File: src/rtl/wb_pkg.sv
// Shared types and helpers for the register-file writeback arbiter.
package wb_pkg;
  localparam int XLEN     = 32;
  localparam int REG_AW   = 5;
  localparam int NUM_REGS = 1 << REG_AW;

  typedef struct packed {
    logic              live;
    logic [REG_AW-1:0] rd;
    logic [XLEN-1:0]   data;
  } wb_entry_t;

  function automatic logic [NUM_REGS-1:0] rd_onehot(input logic [REG_AW-1:0] rd);
    logic [NUM_REGS-1:0] hot;
    hot     = '0;
    hot[rd] = 1'b1;
    return hot;
  endfunction
endpackage

File: src/rtl/wb_fifo.sv
// Memory-result buffer: circular FIFO of wb_entry_t with a kill-by-rd port
// and a flat live/rd view so the top can build the busy map.
module wb_fifo
  import wb_pkg::*;
#(
  parameter int DEPTH = 4
) (
  input  logic                    clk_i,
  input  logic                    rst_i,
  input  logic                    push,
  input  wb_entry_t               push_entry,
  input  logic                    pop,
  input  logic                    kill_valid,
  input  logic [REG_AW-1:0]       kill_rd,
  output wb_entry_t               head,
  output logic                    full,
  output logic                    empty,
  output logic [DEPTH-1:0]        live_vec,
  output logic [DEPTH*REG_AW-1:0] rd_vec
);
  localparam int AW = $clog2(DEPTH);

  logic [AW-1:0]     wr_ptr_reg;
  logic [AW-1:0]     rd_ptr_reg;
  logic [AW:0]       count_reg;
  logic [DEPTH-1:0]  live_reg;
  logic [REG_AW-1:0] rd_mem   [DEPTH];
  logic [XLEN-1:0]   data_mem [DEPTH];

  assign full  = (count_reg == (AW+1)'(DEPTH));
  assign empty = (count_reg == '0);

  always_ff @(posedge clk_i) begin
    if (!rst_i) begin
      wr_ptr_reg <= '0;
      rd_ptr_reg <= '0;
      count_reg  <= '0;
    end else begin
      if (push) wr_ptr_reg <= wr_ptr_reg + 1'b1;
      if (pop)  rd_ptr_reg <= rd_ptr_reg + 1'b1;
      case ({push, pop})
        2'b10:   count_reg <= count_reg + 1'b1;
        2'b01:   count_reg <= count_reg - 1'b1;
        default: count_reg <= count_reg;
      endcase
    end
  end

  // Popped slots drop their live bit so busy only ever sees occupied entries.
  always_ff @(posedge clk_i) begin
    if (!rst_i) begin
      live_reg <= '0;
    end else begin
      for (int i = 0; i < DEPTH; i++) begin
        if (push && wr_ptr_reg == AW'(i))
          live_reg[i] <= push_entry.live;
        else if (pop && rd_ptr_reg == AW'(i))
          live_reg[i] <= 1'b0;
        else if (kill_valid && rd_mem[i] == kill_rd)
          live_reg[i] <= 1'b0;
      end
    end
  end

  always_ff @(posedge clk_i) begin
    if (push) begin
      rd_mem[wr_ptr_reg]   <= push_entry.rd;
      data_mem[wr_ptr_reg] <= push_entry.data;
    end
  end

  assign head.live = live_reg[rd_ptr_reg];
  assign head.rd   = rd_mem[rd_ptr_reg];
  assign head.data = data_mem[rd_ptr_reg];

  assign live_vec = live_reg;

  for (genvar gi = 0; gi < DEPTH; gi++) begin : g_rd_view
    assign rd_vec[gi*REG_AW +: REG_AW] = rd_mem[gi];
  end
endmodule

File: src/rtl/writeback_arbiter.sv
// Serializes ALU and buffered memory results onto one register-file write
// port; ALU always wins, memory drains in idle slots, with busy/starve export.
module writeback_arbiter
  import wb_pkg::*;
#(
  parameter int DEPTH      = 4,
  parameter int STARVE_MAX = 8
) (
  input  logic              clk_i,
  input  logic              rst_i,
  input  logic              alu_valid_i,
  input  logic [REG_AW-1:0] alu_rd_i,
  input  logic [XLEN-1:0]   alu_data_i,
  input  logic              mem_valid_i,
  input  logic [REG_AW-1:0] mem_rd_i,
  input  logic [XLEN-1:0]   mem_data_i,
  output logic              mem_ready_o,
  output logic              RegWrite_o,
  output logic [REG_AW-1:0] RDaddr_o,
  output logic [XLEN-1:0]   RDdata_o,
  output logic [NUM_REGS-1:0] busy_o,
  output logic              starve_o
);
  localparam int SW = $clog2(STARVE_MAX + 1);

  logic                    alu_win;
  logic                    fifo_push;
  logic                    fifo_pop;
  logic                    fifo_full;
  logic                    fifo_empty;
  wb_entry_t               push_entry;
  wb_entry_t               head;
  logic [DEPTH-1:0]        live_vec;
  logic [DEPTH*REG_AW-1:0] rd_vec;

  logic              reg_write_reg;
  logic [REG_AW-1:0] rd_addr_reg;
  logic [XLEN-1:0]   rd_data_reg;
  logic [SW-1:0]     starve_cnt_reg;

  // Writes to x0 never arbitrate and never get buffered.
  assign alu_win     = alu_valid_i && (alu_rd_i != '0);
  assign mem_ready_o = !fifo_full;
  assign fifo_push   = mem_valid_i && !fifo_full && (mem_rd_i != '0);
  assign fifo_pop    = !alu_win && !fifo_empty;

  assign push_entry.live = !(alu_win && alu_rd_i == mem_rd_i);
  assign push_entry.rd   = mem_rd_i;
  assign push_entry.data = mem_data_i;

  wb_fifo #(
    .DEPTH(DEPTH)
  ) u_fifo (
    .clk_i      (clk_i),
    .rst_i      (rst_i),
    .push       (fifo_push),
    .push_entry (push_entry),
    .pop        (fifo_pop),
    .kill_valid (alu_win),
    .kill_rd    (alu_rd_i),
    .head       (head),
    .full       (fifo_full),
    .empty      (fifo_empty),
    .live_vec   (live_vec),
    .rd_vec     (rd_vec)
  );

  always_ff @(posedge clk_i) begin
    if (!rst_i) begin
      reg_write_reg <= 1'b0;
      rd_addr_reg   <= '0;
      rd_data_reg   <= '0;
    end else if (alu_win) begin
      reg_write_reg <= 1'b1;
      rd_addr_reg   <= alu_rd_i;
      rd_data_reg   <= alu_data_i;
    end else if (fifo_pop && head.live) begin
      reg_write_reg <= 1'b1;
      rd_addr_reg   <= head.rd;
      rd_data_reg   <= head.data;
    end else begin
      reg_write_reg <= 1'b0;
    end
  end

  always_ff @(posedge clk_i) begin
    if (!rst_i || fifo_empty || fifo_pop)
      starve_cnt_reg <= '0;
    else if (alu_win && starve_cnt_reg != SW'(STARVE_MAX))
      starve_cnt_reg <= starve_cnt_reg + 1'b1;
  end

  assign RegWrite_o = reg_write_reg;
  assign RDaddr_o   = rd_addr_reg;
  assign RDdata_o   = rd_data_reg;
  assign starve_o   = (starve_cnt_reg == SW'(STARVE_MAX));

  logic [NUM_REGS-1:0] entry_hot [DEPTH];
  logic [NUM_REGS-1:0] busy_next;

  for (genvar gi = 0; gi < DEPTH; gi++) begin : g_busy
    assign entry_hot[gi] = live_vec[gi] ? rd_onehot(rd_vec[gi*REG_AW +: REG_AW]) : '0;
  end

  always_comb begin
    busy_next = '0;
    for (int i = 0; i < DEPTH; i++) busy_next = busy_next | entry_hot[i];
  end

  assign busy_o = {busy_next[NUM_REGS-1:1], 1'b0};
endmodule

File: config.mk
export PLATFORM = sky130hd
export DESIGN_NAME = writeback_arbiter
export DESIGN_NICKNAME = d
export VERILOG_FILES = /design/src/rtl/wb_pkg.sv /design/src/rtl/wb_fifo.sv /design/src/rtl/writeback_arbiter.sv
export SDC_FILE = /design/constraint.sdc
export NUM_CORES = 1
export LEC_CHECK = 0
export CAP_MARGIN = 5
export CORE_UTILIZATION = 55
export CTS_CLUSTER_DIAMETER = 120
export DETAILED_ROUTE_END_ITERATION = 8
export PLACE_DENSITY = 0.82
export SLEW_MARGIN = 20
export SYNTH_ARGS = -nofsm -noshare
export SYNTH_HDL_FRONTEND = slang
export SYNTH_SLANG_ARGS = --single-unit
File: constraint.sdc
create_clock -name clk_i -period 7.9 [get_ports clk_i]
set_clock_uncertainty 0.2 [all_clocks]
set_input_delay 1.975 -clock clk_i [delete_from_list [all_inputs] [get_ports clk_i]]
set_output_delay 1.975 -clock clk_i [all_outputs]
set_load 0.005 [all_outputs]
# Yosys cells after proc, flatten, opt, wreduce, memory -nomap -nowiden
# Memories as Yosys holds them, arrays and structs flattened. A register that Yosys moved wholly into a read port is not among the register bits.
# Index checks and enable logic that the tools add are counted.
# op_classes
addsub	5
n_mul	0
div_mod_pow	0
order_cmp	9
eq_ne	16
shift	0
mux	39
n_bitwise	3
n_reduce_logical	41
# op_table
op	n
$mux W32	6
$or A32 B32 Y32	3
$eq A5 B5 Y1	5
$lt A5 B6 Y1 const B	4
$logic_and A1 B1 Y1	23
$mux W1	21
$demux W1 S5	4
$ge A5 B1 Y1 const B	4
$reduce_bool A3 Y1	4
$eq A2 B2 Y1 const B	5
$mux W5	2
$reduce_bool A5 Y1	2
$mux W2	4
$eq A2 B1 Y1 const B	3
$pmux W3 S2	1
$logic_not A1 Y1	5
$add A2 B1 Y2 const B	2
$add A4 B1 Y4 const B	1
$eq A4 B4 Y1 const B	1
$logic_not A2 Y1	2
$ne A4 B4 Y1 const B	1
$reduce_bool A2 Y1	2
$add A3 B1 Y3 const B	1
$eq A3 B3 Y1 const B	1
other kinds (5)	6
# totals
ff_bits	53
latch_bits	0
ram_bits	148
mem_bits_ro	0
input_bits	78
out_inout_bits	72
wordCells	126
memories	2
# memory_table
name	words	width	read_ports	rd_ports_with_merged_regs	wr	line_no	rtl
u_fifo.data_mem	4	32	1	1	1	wb_fifo.sv:28	logic [XLEN-1:0] data_mem [DEPTH];
u_fifo.rd_mem	4	5	5	1	1	wb_fifo.sv:27	logic [REG_AW-1:0] rd_mem [DEPTH];

# Logic depth before layout (Yosys ltp)
# Gate-level depths: netlist (run 1).
# An unclocked memory read counts as a cell.
# logic_depth
word_depth	9
mapped_depth	10
mapped_depth_nobuf	9

# Cells and area by module
# A second synthesis (run 1) with hierarchy kept.
# unflattened
cells_unflattened	670
hier_area_um2	9559.2
# modules_own_cells
mod	instances	cells_each	area_per_inst_um2	seq_area_each_um2
wb_fifo	1	292	6323.6	4704.5
writeback_arbiter	1	378	3235.6	840.8

# Least setup slack after synthesis (run 1)
# OpenSTA, ideal clock, no wires.
# synth_path
path_kind	input to register
startpoint	in mem_rd_i[0]
endpoint	reg u_fifo.count_reg[2]
setup_time_ns	0.076
arrival_ns	4.020
required_time_ns	7.624
setup_slack_ns	3.604
path_stages	10
n_path_buf	1
cell_sequence	or3_1 -> o311a_1 -> clkbuf_1 -> inv_1 -> ha_1 -> inv_1 -> fa_1 -> xor2_1 -> or3_1 -> a21boi_0
# synth_via
elab_chain_len	4
elab_cells_between_ends	6
classes_between	eq/ne: 2; mux: 1; reduce/logical: 3
# synth_lines
element	line_no	rtl
start, declared	writeback_arbiter.sv:15	input logic [REG_AW-1:0] mem_rd_i,
$reduce_bool A5 Y1 *	writeback_arbiter.sv:44	assign fifo_push = mem_valid_i && !fifo_full && (mem_rd_i != '0);
$logic_and A1 B1 Y1 *	writeback_arbiter.sv:44	
$eq A2 B1 Y1 / $eq A2 B2 Y1 (equally long branches)	wb_fifo.sv:41	case ({push, pop})
$pmux W3 S2 / $reduce_bool A2 Y1 (equally long branches)	-	
end signal, assigned	wb_fifo.sv:42	2'b10: count_reg <= count_reg + 1'b1;
end signal, assigned	wb_fifo.sv:43	2'b01: count_reg <= count_reg - 1'b1;
end signal, assigned	wb_fifo.sv:44	default: count_reg <= count_reg;
end, declared	wb_fifo.sv:25	logic [AW:0] count_reg;
# Every way passes the cells marked *; elsewhere a longest branch is shown, timed or not.
# A chain may end at the register's enable or synchronous reset.

==> results of run 1 <==
## worst paths after layout
path,start,slack [ps],end,cells after the start
setup / recovery,u_fifo.rd_mem[1][1]$_DFFE_PP_,2840,busy_o[8],4
hold / removal,RDdata_o[26]$_SDFFE_PN0P_,290,RDdata_o[26]$_SDFFE_PN0P_,2
setup reg to reg,u_fifo.count_reg[2]$_SDFFE_PN0P_,4970,u_fifo.count_reg[2]$_SDFFE_PN0P_,9
hold reg to reg,RDdata_o[26]$_SDFFE_PN0P_,290,RDdata_o[26]$_SDFFE_PN0P_,2
## Yosys cell counts, drive strengths merged (7+ instances only)
| master | instances |
|---|---|
| nor3 | 41 |
| nand2 | 28 |
| o221ai | 49 |
| nor2 | 53 |
| a21oi | 8 |
| a22oi | 14 |
| xnor2 | 17 |
| a221o | 10 |
| o211ai | 7 |
| dfxtp | 55 |
| edfxtp | 148 |
| nor3b | 8 |
| mux4 | 38 |
| buf | 24 |
| ha | 11 |
| nand3 | 10 |
| nand3b | 10 |
| inv | 17 |
| clkbuf | 32 |
| o22ai | 10 |
| xor2 | 14 |
## layer usage
layer	track usage [%]	vias to the layer above	routed length, µm
met5	0	-	0
met4	8.857	0	559
met3	5.700	56	2248
met2	47.77	413	11750
met1	35.41	3236	8913
li1	-	2877	-
## cells by family (layout without fill, tap and decap cells)
kind of cell	after synthesis	after routing	synth area share [%]
compound gates	121	121	10.69
xor+xnor	31	31	2.979
fa+ha+maj	12	12	1.730
buf+inv	73	208	3.445
flops	203	203	60.84
mux	42	42	9.828
other cells	1	1	0.04114
simple gates	186	186	10.45
## stage by stage
stage | setup WS, ps | hold slack [ps]
floorplan | 3604 | 260.8
global placement | 3046 | 272.2
detailed placement | 2933 | 285.5
CTS | 2903 | 301.0
global route | 2768 | 320.3
finish | 2839 | 292.5
## critical path: cells and delay by family (launching register included)
| kind | cells | cell delay (ps) |
|---|---|---|
| buf+inv | 1 | 550 |
| simple gates | 1 | 1010 |
| compound gates | 2 | 350 |
| flops | 1 | 480 |
## layout by cell type, fill, tap and decap left out, types with 4 or more instances in the layout
cell	count
sky130_fd_sc_hd__a31oi_1	4
sky130_fd_sc_hd__mux4_2	38
sky130_fd_sc_hd__or3b_2	5
sky130_fd_sc_hd__and3b_1	5
sky130_fd_sc_hd__a21oi_1	8
sky130_fd_sc_hd__and2_1	5
sky130_fd_sc_hd__o21ai_0	6
sky130_fd_sc_hd__nor2_1	53
sky130_fd_sc_hd__a221o_1	10
sky130_fd_sc_hd__inv_1	13
sky130_fd_sc_hd__or3_1	5
sky130_fd_sc_hd__edfxtp_1	148
sky130_fd_sc_hd__buf_4	7
sky130_fd_sc_hd__clkbuf_16	20
sky130_fd_sc_hd__o22ai_1	10
sky130_fd_sc_hd__xnor2_1	17
sky130_fd_sc_hd__clkbuf_8	4
sky130_fd_sc_hd__nand4_1	5
sky130_fd_sc_hd__ha_1	11
sky130_fd_sc_hd__a22oi_1	14
sky130_fd_sc_hd__nor3_1	41
sky130_fd_sc_hd__o221ai_1	49
sky130_fd_sc_hd__xor2_1	14
sky130_fd_sc_hd__mux2i_1	4
sky130_fd_sc_hd__clkdlybuf4s50_1	147
sky130_fd_sc_hd__nand3b_1	10
sky130_fd_sc_hd__nand2_1	28
sky130_fd_sc_hd__dfxtp_1	53
sky130_fd_sc_hd__and3_1	5
sky130_fd_sc_hd__a32o_1	4
sky130_fd_sc_hd__o211ai_1	7
sky130_fd_sc_hd__nand3_1	10
sky130_fd_sc_hd__clkinvlp_4	7
sky130_fd_sc_hd__nor3b_1	7
sky130_fd_sc_hd__clkinv_1	4
## area by class of cell
| type | count | area (µm²) |
|---|---|---|
| flip-flops and latches | 203 | 5548 |
| inverters | 17 | 63.81 |
| clock buffers | 24 | 555.5 |
| fillers | 1032 | 4711 |
| well taps | 216 | 270.3 |
| clock inverters | 12 | 117.6 |
| multi-input cells | 393 | 3263 |
| repair buffers | 155 | 1529 |
## report_power, final
part           leakage, nW  internal (mW)  switching [mW]
Clock                0.309          0.541           0.403
Sequential            1.81           1.26          0.0816
Combinational         1.53          0.289           0.289
==> flow_summary.json, run 1 <==
{
  "status": "finished clean",
  "drc": 0,
  "htree_num_levels": 1,
  "insertedDiodeCount": 0,
  "grt_max_degree": 54,
  "drt_iter0_drc": 631,
  "cp.arrival_ps": 2890,
  "routability_driven_placement_congestion_ratio": 0.9420,
  "die_h_um": 130.7,
  "synthToLayoutAreaGrowth_pct": 24.49,
  "synth_area_leaders": "sky130_fd_sc_hd__edfxtp_1 (49%), sky130_fd_sc_hd__dfxtp_1 (12%), sky130_fd_sc_hd__mux4_2 (9.4%)",
  "number_of_global_route_vias_before_repair": 6627,
  "placed_area_um2": 10670,
  "synth-main-ff-cell": "sky130_fd_sc_hd__edfxtp_1",
  "timing.max_slew.rel_slack_pct": 19.59,
  "ys.warnings.count": 0,
  "synth_enable_flop_cells": 148,
  "synth_area_um2": 9115,
  "wl_per_cell_um": 23.01,
  "ctsLongestPathBuffers": 3,
  "yosys.cell_types.count": 48,
  "io_pins": 150,
  "tritoncts": "done",
  "timing.critical_path.cells": "nor3b_1 > a22oi_1 > o221ai_1 > clkdlybuf4s50_1",
  "dieArea_um2": 17090,
  "post-route-period-util_pct": 64.06,
  "fp.dieW_um": 130.7,
  "layout.cells.non_filler": 1020,
  "timing.critical_path.slowest_cell_delay_ps": 1010,
  "fin_total_pwr_mw": 2.867,
  "critical_path.slowest_cell": "sky130_fd_sc_hd__nor3b_1",
  "path_clk_slew_ps": 60,
  "place_hpwl_um": 15290,
  "cts-buffers-inserted": 20,
  "place.port_buffers": 148,
  "timing.final.setup_violations": 0,
  "share_of_cells_above_drive_strength_1_pct": 11.69,
  "post-route-cell-area_um2": 11350,
  "max_cap_viol_count": 0,
  "flip_flop_count_of_the_largest_register_after_layout": 128,
  "placeableCoreArea_um2": 16060,
  "post-cts-setup-buffers": 0,
  "post_route_wl_um": 23470,
  "synth_top_cell_area_share_pct": 48.76,
  "postSynthRegisterBits": 203,
  "grt_first_pass_wirelength_um": 35590,
  "postSynth.asyncResetShare_pct": 0,
  "overall_track_demand_over_capacity_in_global_routing_pct": 27.77,
  "critical_path.max_fanout": 7,
  "power_density_nw_per_um2": 252.7,
  "p_leak_nw": 3.653,
  "critPathRequiredTime_ps": 5730,
  "rsz0062_at_grt": "false",
  "timing.final.hold_violations": 0,
  "numClockSinks": 203,
  "detailed_routing_iteration_count_for_the_pre_antenna_repair_pass": 6,
  "vias": 6582,
  "setup.worst_path.class": "flip-flop to output port",
  "syn_area_per_cell_um2": 13.62,
  "overflow": 0,
  "largest_register": "u_fifo.data_mem",
  "dpl.cell_count": 984,
  "synth.yosys.seq_area_share_pct": 60.84,
  "setup.worst_path.end_class": "output port",
  "start_util_pct": 56.76,
  "yosysTopAreaCell": "sky130_fd_sc_hd__edfxtp_1",
  "hold_path_class": "flip-flop to flip-flop",
  "initial_antenna_violation_count": 0,
  "total_negative_setup_slack_ps": 0,
  "fmax_mhz": 197.6,
  "row_count": 46,
  "viasPerCell": 6.453,
  "fin_util_pct": 70.66,
  "cts.root.buffer_cell": "sky130_fd_sc_hd__clkbuf_16",
  "worst_ir_drop_vdd_mv": 0.1903,
  "syn-num-nets": 759,
  "worst_pin_slew_ps": 1204,
  "cts-hold-fix-buffers": 0,
  "post_synth_inst_count": 669,
  "number_of_nets_with_antenna_violations_after_routing": 0,
  "setup.worst_path.start_class": "flip-flop",
  "worstSkewPairLatency_ps": 490,
  "finalMaxSlewViolations": 0,
  "finalWorstPathRequiredPeriod_ps": 5061,
  "finish.net_count": 880,
  "post_cts_resize_count": 0
}
Power figures use the tool's default switching activity.
==> run 2, diff against run 1 <==
- CORE_UTILIZATION: 55 -> 48
- PLACE_DENSITY: 0.82 -> 0.76
- clock period: 7.9 -> 4.2 ns (I/O delays scaled with it)
==> flow_summary.json, run 2 (synthesis results as in run 1) <==
{
  "overflow": 0,
  "hold_path_class": "flip-flop to flip-flop",
  "finish.net_count": 887,
  "final-seq-area_um2": 5548,
  "htree_num_levels": 1,
  "post-route-period-util_pct": 90.54,
  "timing.critical_path.slowest_cell_delay_ps": 600,
  "fp.dieW_um": 139.8,
  "initial_antenna_violation_count": 0,
  "die_h_um": 139.8,
  "drt_iter0_drc": 631,
  "place_hpwl_um": 15270,
  "io_pins": 150,
  "post_route_wl_um": 23540,
  "cts-buffers-inserted": 20,
  "row_count": 50,
  "timing.max_slew.rel_slack_pct": 31.27,
  "grt_first_pass_wirelength_um": 36960,
  "finalWorstPathRequiredPeriod_ps": 3803,
  "start_util_pct": 48.89,
  "timing.critical_path.cells": "or3b_2 > o22ai_1 > a221o_1 > clkdlybuf4s50_1",
  "ctsLongestPathBuffers": 3,
  "finalMaxSlewViolations": 0,
  "total_negative_setup_slack_ps": 0,
  "viasPerCell": 6.163,
  "placed_area_um2": 10740,
  "detailed_routing_iteration_count_for_the_pre_antenna_repair_pass": 6,
  "critPathRequiredTime_ps": 2950,
  "power_density_nw_per_um2": 472.9,
  "placeableCoreArea_um2": 18640,
  "critical_path.slowest_cell": "sky130_fd_sc_hd__edfxtp_1",
  "multiInputGateArea_um2": 3258,
  "tritoncts": "done",
  "drc": 0,
  "number_of_global_route_vias_before_repair": 6657,
  "cts.root.buffer_cell": "sky130_fd_sc_hd__clkbuf_16",
  "final_common_cell": "sky130_fd_sc_hd__edfxtp_1",
  "setup.worst_path.end_class": "output port",
  "critical_path.max_fanout": 10,
  "numClockSinks": 203,
  "synthToLayoutAreaGrowth_pct": 25.15,
  "path_clk_slew_ps": 70,
  "wl_per_cell_um": 22.52,
  "flip_flop_count_of_the_largest_register_after_layout": 128,
  "share_of_cells_above_drive_strength_1_pct": 12.08,
  "routability_driven_placement_congestion_ratio": 0.9164,
  "overall_track_demand_over_capacity_in_global_routing_pct": 24.29,
  "timing.final.hold_violations": 0,
  "cp.arrival_ps": 2550,
  "vias": 6440,
  "filler_cell_count": 1404,
  "grt_max_degree": 54,
  "p_leak_nw": 3.715,
  "post-route-cell-area_um2": 11410,
  "dieArea_um2": 19540,
  "rsz0062_at_grt": "false",
  "largest_register": "u_fifo.data_mem",
  "worst_pin_slew_ps": 1031,
  "place.port_buffers": 148,
  "number_of_nets_with_antenna_violations_after_routing": 0,
  "fin_total_pwr_mw": 5.395,
  "worst_ir_drop_vdd_mv": 0.3417,
  "worstPathBufferInverterCount": 1,
  "setup.worst_path.class": "flip-flop to output port",
  "cell_family_contributing_the_most_delay_on_the_critical_path": "flip-flops",
  "worstSkewPairLatency_ps": 500,
  "timing.final.setup_violations": 0,
  "post-cts-setup-buffers": 0,
  "insertedDiodeCount": 0,
  "fmax_mhz": 263.0,
  "setup.worst_path.start_class": "flip-flop",
  "fin_util_pct": 61.19,
  "post_cts_resize_count": 0,
  "cts-hold-fix-buffers": 0,
  "status": "finished clean",
  "final_cell_mix": "sky130_fd_sc_hd__edfxtp_1 (148), sky130_fd_sc_hd__clkdlybuf4s50_1 (147), sky130_fd_sc_hd__dfxtp_1 (53), sky130_fd_sc_hd__nor2_1 (53), sky130_fd_sc_hd__o221ai_1 (49)",
  "max_cap_viol_count": 0
}
==> run 2: cell types whose count changed in the layout (fill, tap and decap cells not counted), moves of 3 or more <==
cell / previous run / this run
sky130_fd_sc_hd__clkinv_1: 4 / 1
sky130_fd_sc_hd__clkinvlp_4: 7 / 1
sky130_fd_sc_hd__clkbuf_1: 0 / 5
sky130_fd_sc_hd__buf_4: 7 / 14
sky130_fd_sc_hd__inv_2: 0 / 4
==> run 2: power by group <==
| group | switching (mW) | internal (mW) | leakage [nW] |
|---|---|---|---|
| Sequential | 0.189 | 2.38 | 1.81 |
| Clock | 0.725 | 1.06 | 0.323 |
| Combinational | 0.490 | 0.552 | 1.58 |
| Total | 1.40 | 3.99 | 3.72 |
==> run 2: layout make-up <==
class,count,area share [%]
inverter,17,0.5594
sequential,203,48.63
timing repair buffer,162,13.86
multi-input combinational,393,28.56
clock buffer,28,4.914
tap,234,2.567
clock inverter,8,0.8994
==> run 2: per-layer routing <==
layer	wire length, µm	part of all wire (%)	vias up	track usage (%)
li1	-	-	2897	-
met1	9309	40	3148	30.85
met2	11860	50	356	41.82
met3	1922	8.2	39	4.542
met4	446	1.9	0	8.213
met5	0	0	-	0
==> run 2: worst paths after layout <==
check / startpoint / end / slack (ps) / cells past startpoint
setup / recovery: u_fifo.rd_mem[3][4]$_DFFE_PP_ / busy_o[10] / 400 / 4
hold / removal: RDdata_o[15]$_SDFFE_PN0P_ / RDdata_o[15]$_SDFFE_PN0P_ / 300 / 2
setup reg to reg: u_fifo.count_reg[0]$_SDFFE_PN0P_ / u_fifo.count_reg[2]$_SDFFE_PN0P_ / 1430 / 9
hold reg to reg: RDdata_o[15]$_SDFFE_PN0P_ / RDdata_o[15]$_SDFFE_PN0P_ / 300 / 2
==> run 2: worst min-delay path, stage by stage, from the launching register on <==
cell	delay [ps]
sky130_fd_sc_hd__dfxtp_1	320
sky130_fd_sc_hd__nor3_1	50
sky130_fd_sc_hd__nor2_1	90
==> run 2: stage by stage <==
step           worst slack [ps]  std cells  hold WS, ps
2_1_floorplan             829.2        669        260.8
3_3_place_gp              389.0       1009        273.9
3_5_place_dp              253.2       1009        289.0
4_1_cts                   455.7       1045        304.6
5_1_grt                   313.8       1045        323.5
6_report                  397.4       1045        297.2
